[config.mk]
export PLATFORM = sky130hd
export DESIGN_NAME = delay_timer_seq
export DESIGN_NICKNAME = d
export VERILOG_FILES = /design/src/rtl/delay_timer_seq.sv
export SDC_FILE = /design/constraint.sdc
export NUM_CORES = 1
export LEC_CHECK = 0
export CAP_MARGIN = 5
export CORE_UTILIZATION = 40
export CTS_BUF_LIST = sky130_fd_sc_hd__clkbuf_4 sky130_fd_sc_hd__clkbuf_8
export CTS_CLUSTER_DIAMETER = 100
export DETAILED_ROUTE_END_ITERATION = 8
export GPL_TIMING_DRIVEN = 0
export PLACE_DENSITY = 0.6
export SYNTH_ARGS = -nofsm -noshare
export SYNTH_HDL_FRONTEND = slang
export SYNTH_SLANG_ARGS = --single-unit
export TNS_END_PERCENT = 5
[constraint.sdc]
create_clock -name clk -period 2 [get_ports clk]
set_input_delay 0.2 -clock clk [delete_from_list [all_inputs] [get_ports clk]]
set_output_delay 0.2 -clock clk [all_outputs]
set_load 0.02 [all_outputs]
[src/rtl/delay_timer_seq.sv]
// Serial-programmed delay timer: detects a start pattern on x, shifts in a delay
// value MSB-first, counts (delay+1)*UNIT_CYCLES clocks, then holds done until ack.
module delay_timer_seq #(
    parameter int unsigned        PAT_LEN     = 4,
    parameter logic [PAT_LEN-1:0] PATTERN     = 4'b1101,
    parameter int unsigned        DELAY_BITS  = 4,
    parameter int unsigned        UNIT_CYCLES = 1000
) (
    input  logic                  clk,
    input  logic                  reset,
    input  logic                  x,
    input  logic                  ack,
    output logic                  shift_ena,
    output logic                  counting,
    output logic                  done,
    output logic [DELAY_BITS-1:0] count
);

    localparam int unsigned UW = (UNIT_CYCLES > 1) ? $clog2(UNIT_CYCLES) : 1;
    localparam int unsigned BW = (DELAY_BITS > 1) ? $clog2(DELAY_BITS) : 1;
    localparam int unsigned VW = $clog2(PAT_LEN + 1);

    localparam logic [UW-1:0] UNIT_LAST = UW'(UNIT_CYCLES - 1);
    localparam logic [BW-1:0] BIT_LAST  = BW'(DELAY_BITS - 1);
    localparam logic [VW-1:0] VLD_FULL  = VW'(PAT_LEN);

    typedef enum logic [1:0] {
        S_IDLE,
        S_SHIFT,
        S_COUNT,
        S_WAIT
    } state_t;

    state_t                  state_q;
    logic [PAT_LEN-1:0]      hist_q;
    logic [PAT_LEN-1:0]      hist_d;
    logic [VW-1:0]           vld_q;
    logic [VW-1:0]           vld_d;
    logic                    match;
    logic [BW-1:0]           bit_q;
    logic [UW-1:0]           unit_q;
    logic [DELAY_BITS-1:0]   cnt_q;
    logic                    shift_q;
    logic                    counting_q;
    logic                    done_q;

    // Match looks at the history including the bit sampled on this edge.
    always_comb begin
        hist_d = PAT_LEN'({hist_q, x});
        vld_d  = (vld_q == VLD_FULL) ? vld_q : vld_q + 1'b1;
        match  = (hist_d == PATTERN) && (vld_d == VLD_FULL);
    end

    always_ff @(posedge clk or posedge reset) begin
        if (reset) begin
            state_q    <= S_IDLE;
            hist_q     <= '0;
            vld_q      <= '0;
            bit_q      <= '0;
            unit_q     <= '0;
            cnt_q      <= '0;
            shift_q    <= 1'b0;
            counting_q <= 1'b0;
            done_q     <= 1'b0;
        end else begin
            case (state_q)
                S_IDLE: begin
                    hist_q <= hist_d;
                    vld_q  <= vld_d;
                    if (match) begin
                        state_q <= S_SHIFT;
                        shift_q <= 1'b1;
                        bit_q   <= '0;
                    end
                end
                S_SHIFT: begin
                    cnt_q <= DELAY_BITS'({cnt_q, x});
                    if (bit_q == BIT_LAST) begin
                        state_q    <= S_COUNT;
                        shift_q    <= 1'b0;
                        counting_q <= 1'b1;
                        unit_q     <= UNIT_LAST;
                    end else begin
                        bit_q <= bit_q + 1'b1;
                    end
                end
                S_COUNT: begin
                    if (unit_q == '0) begin
                        if (cnt_q == '0) begin
                            state_q    <= S_WAIT;
                            counting_q <= 1'b0;
                            done_q     <= 1'b1;
                        end else begin
                            cnt_q  <= cnt_q - 1'b1;
                            unit_q <= UNIT_LAST;
                        end
                    end else begin
                        unit_q <= unit_q - 1'b1;
                    end
                end
                S_WAIT: begin
                    // Returning to IDLE forgets all earlier bits so a fresh pattern is needed.
                    if (ack) begin
                        state_q <= S_IDLE;
                        done_q  <= 1'b0;
                        hist_q  <= '0;
                        vld_q   <= '0;
                    end
                end
                default: begin
                    state_q    <= S_IDLE;
                    shift_q    <= 1'b0;
                    counting_q <= 1'b0;
                    done_q     <= 1'b0;
                end
            endcase
        end
    end

    assign shift_ena = shift_q;
    assign counting  = counting_q;
    assign done      = done_q;
    assign count     = cnt_q;

endmodule

[Yosys cells after proc, flatten, opt, wreduce, memory -nomap -nowiden]
Index checks and enable logic that the tools add are counted.
Storage, ports and cells
  word-level logic and storage cells: 76
  input bits: 4
  output and inout port bits: 7
  register bits after elaboration: 27
Operators by class
  multiplexer cells: 32
  reductions and logical operators: 16
  equal/unequal tests: 15
  add/sub/neg operators: 4
Operators by type and width (count)
  two-way mux 10 bit: 3
  one-hot mux 10 bit (2 select lines): 1
  two-way mux 2 bit: 7
  inequality test 2 bit, second input constant: 7
  one-hot mux 3 bit (2 select lines): 2
  AND reduction 3 bit: 4
  logical NOT 10 bit: 1
  subtractor 10 x 1 -> 10 bit, second input constant: 1
  two-way mux 3 bit: 3
  two-way mux 1 bit: 8
  two-way mux 4 bit: 2
  one-hot mux 2 bit (4 select lines): 1
  one-hot mux 4 bit (2 select lines): 1
  AND reduction 4 bit: 2
  nonzero test 2 bit: 4
  == test 2 bit, second input constant: 3
  == test 3 bit, second input constant: 2
  one-hot mux 1 bit (2 select lines): 3
  AND reduction 5 bit: 1
  == test 4 bit, second input constant: 1
  logical NOT 4 bit: 1
  one-hot mux 2 bit (2 select lines): 1
  subtractor 4 x 1 -> 4 bit, second input constant: 1
  adder 3 x 1 -> 3 bit, second input constant: 1
  6 further kinds: 6

[Longest topological paths before layout]
  depth after elaboration: 6
  mapped depth: 7
  depth with buffers taken out: 7

[Worst setup path before layout]
Ideal clock, no wire load.
  path type: flip-flop to flip-flop
  start: register vld_q[0]
  end: register state_q[1]
  required time: 1872 ps
  stages on the path, launching flop included: 8
  period minus slack after synthesis: 2003 ps
  buffers on the path: 0
  slack: -3 ps
  arrival: 1875 ps
  cells stage by stage: dfrtp_1 -> inv_1 -> ha_1 -> or3b_1 -> a31oi_2 -> a21boi_2 -> nor3_2 -> mux2_1
Between the ends
  word-level cells in the longest chain between the ends: 6
  elaborated cells between the ends (all ways): 7
  classes of those cells: add/sub: 1; eq/ne: 3; mux: 1; reduce/logical: 2
RTL lines
  start: declaration: line 37  | logic [VW-1:0] vld_q;
  start signal: assignment: line 69  | vld_q <= vld_d;
  adder 3 x 1 -> 3 bit / == test 3 bit (equally long branches): line 50  | vld_d = (vld_q == VLD_FULL) ? vld_q : vld_q + 1'b1;
  two-way mux 3 bit (*): line 50
  == test 3 bit (*): line 51  | match = (hist_d == PATTERN) && (vld_d == VLD_FULL);
  logical AND 1 bit (*): line 51
  inequality test 2 bit (no source line) (*)
  AND reduction 5 bit (no source line) (*)
  end signal: assignment: line 56  | state_q <= S_IDLE;
  end signal: assignment: line 71  | state_q <= S_SHIFT;
  end signal: assignment: line 79  | state_q <= S_COUNT;
  end: declaration: line 34  | state_t state_q;
Every way passes the cells marked *; elsewhere a longest branch is shown, timed or not.
A chain may end at the register's enable or synchronous reset.

[Worst setup path in the final report]
Same ends and word-level chain as after synthesis.

==> out/metrics.cfg <==
[synth]
synth_enable_flop_cells=0
syn_area_mm2=0.00157
yosys_most_used_dff=dfrtp_1
synth_top_area_share_pct=43.1
synth_area_leaders=dfrtp_1, ha_1, nand2_1
yosysTopAreaCell=dfrtp_1
syn_nets=177
async_reset_ff_share_pct=100
ys_types=46
synth-seq-area-share_pct=43.1
ys_ff_latch=27
avgSynthCellArea_um2=9.56
synthCells=164
ys_warn_count=0

[floorplan]
io_pins=11
die_h_um=64.6
num_rows=22
dieArea_mm2=0.00417
core_mm2=0.00372
die_w_um=64.6
start_util_pct=42.2

[cts]
clockBufferDepth=2
clk_latency_ps=270
cts_buffers=3
htree_levels=1
clk_pin_slew_worst_paths_ps=90
cts_num_sinks=27
root_buffer=clkbuf_8
cts_tree=done
ctsHoldBuffers=0

[worst_setup_path]
cp_slowest_stage_delay_ps=420
crit_path_end_kind=register
critPathLaunchType=register
path_buf_inv=1
critPathRequiredTime_ps=2160
cp_top_family=simple AND/OR/NAND/NOR gates
worstPathArrival_ps=2180
path_class=reg2reg
crit_fanout=7
crit_chain=inv_1 -> ha_2 -> or3b_1 -> a31oi_2 -> a21boi_2 -> nor3_2 -> mux2_1
crit_path_top_delay_cell=dfrtp_2

[detailed_routing]
drt_iter0_markers=44
routed_wl_um=3230
vias=1273
routedWlPerCell_um=14.2
dr.pass1.iters=4
drc_errors=0
avgViaCountPerCell=5.58
detail-route-antenna-nets=0

[final_layout]
num_antenna_cells=0
fin_nets=194
fillers=366
design_area_mm2=0.00182
drive_gt1_share_pct=10.6
syn_to_final_growth_pct=16.2

[timing]
fin_skew_ps=2.35
setup_ws_ps=-18.5
maxSlewHeadroom_pct=28.4
hold_viol_final=0
layout_min_cycle_time_ps=2020
rsz0062_at_grt=true
slew_violations=0
holdWs_ps=491
fmax_mhz=495
worst_slew_pin_slew_ps=1070
finalCritPeriodShare_pct=101
finalSetupViolations=1

[power_and_ir_drop]
combPwrFrac_pct=50.5
seq_power_share_pct=37.3
p_leak_nw=0.735
p_switching_w=0.00114
clockPowerShare_pct=12.3
power_density_mw_per_mm2=1470
peakVddDrop_uv=605
intPower_w=0.00153
sw_frac_of_total_pct=42.6

[grt]
grt_pass1_wl_um=5680
grt_pass1_vias=1293
grt_overflow=0
grtUsageTotal_pct=17.5
antenna_found_initial=0
grt_max_degree=28

[run_status]
violations=setup timing
outcome=finished with violations

[placed_design]
place.gp.congestion=0.767
portBuffers=10
placed_area_mm2=0.00173
dp_hpwl_um=2320

[flow_run]
drv_cap=0

[worst_hold_path]
hold_class=in2async

## state kept, by name, summed over array words and instances (netlist names), 2 cells and up
| signal | cells |
|---|---|
| count | 4 |
| bit_q | 2 |
| hist_q | 3 |
| state_q | 2 |
| vld_q | 3 |
| unit_q | 10 |
## per-layer routing
layer  GRT usage, %  up-vias  share of wire (%)
met2           28.3       10                 46
met1           23.5      631                 51
met3           2.29        4                1.8
met5              0        -                  0
met4           7.50        0                1.4
li1               -      628                  -
## cell type report
type	instances	area [um2]	area share, %
clock buffers	4	48.8	2.68
multi-input cells	123	865	47.5
flip-flops and latches	27	677	37.2
plain buffers	2	7.51	0.412
well taps	48	60.1	3.30
inverters	11	41.3	2.27
repair buffers	13	123	6.73
## worst register-to-register path, stage by stage, from the launching register on
cell      delay (ps)
dfrtp_2          420
inv_1             60
ha_2             170
or3b_1           370
a31oi_2          210
a21boi_2         100
nor3_2           240
mux2_1           340
## kinds of logic after synthesis
group                    after synthesis  synth area share (%)
multiplexers                           3                  2.07
XOR/XNOR                               5                  2.79
flip-flops                            27                  43.1
adder cells (fa/ha/maj)                9                  7.18
buffers and inverters                 14                  3.35
AO/OA/AOI/OAI                         40                  17.9
AND/OR/NAND/NOR                       66                  23.6
## final timing paths
check / from / to / slack (ps) / cells after the start
setup / recovery: vld_q[0] / state_q[1] / -20 / 7
hold / removal: reset / unit_q[3] / 490 / 2
setup reg to reg: vld_q[0] / state_q[1] / -20 / 7
hold reg to reg: shift_ena / shift_ena / 490 / 2
max in group asynchronous: reset / vld_q[0] / 790 / 2
min in group clk: shift_ena / shift_ena / 490 / 2
## metrics by stage
step	setup WS (ps)	utilization, %	instances	TNS, ps	power [W]
global placement	-82.3	46.5	222	-82.3	0.00220
floorplan	48.6	-	164	0	0.00189
detailed placement	-118	46.5	222	-118	0.00227
finish	-18.5	49.0	228	-18.5	0.00267
global route	-99.5	49.0	228	-255	0.00291
CTS	-56.8	48.6	229	-56.8	0.00265
## synthesized netlist by cell type (all sizes together) (5+ instances only)
cell type  number
a21oi           5
a22o            6
dfrtp          27
ha              9
inv            11
nand2          18
nand2b          5
nand3          12
nor2            8
o21ai          12
## layout by cell type, fill, tap and decap left out, types with 3 or more instances in the layout
cell / count
buf_4: 3
o21ai_1: 3
clkdlybuf4s50_1: 10
nor2_1: 8
xor2_1: 3
nand2b_1: 5
clkbuf_8: 3
o21ai_0: 9
dfrtp_1: 26
nand4_1: 3
a22o_1: 6
ha_2: 3
nand2_1: 18
nand3_1: 12
a21oi_1: 5
ha_1: 6
inv_1: 11
## power groups by stage
stage / logic, W / clock network [W] / registers [W]
after detailed placement: 0.00128 / 0 / 0.000986
after CTS: 0.00133 / 0.000339 / 0.000980
after floorplan: 0.000891 / 0 / 0.00100
after global placement: 0.00123 / 0 / 0.000968
after global routing: 0.00151 / 0.000361 / 0.00103
final: 0.00135 / 0.000327 / 0.000996
## timing repair
action                                  CTS  global route
endpoints found under the setup margin    2            11
pin swaps                                 7             0
setup buffers                             3             0
gates resized for setup                   2             8
(Power assumes the default switching activity.)
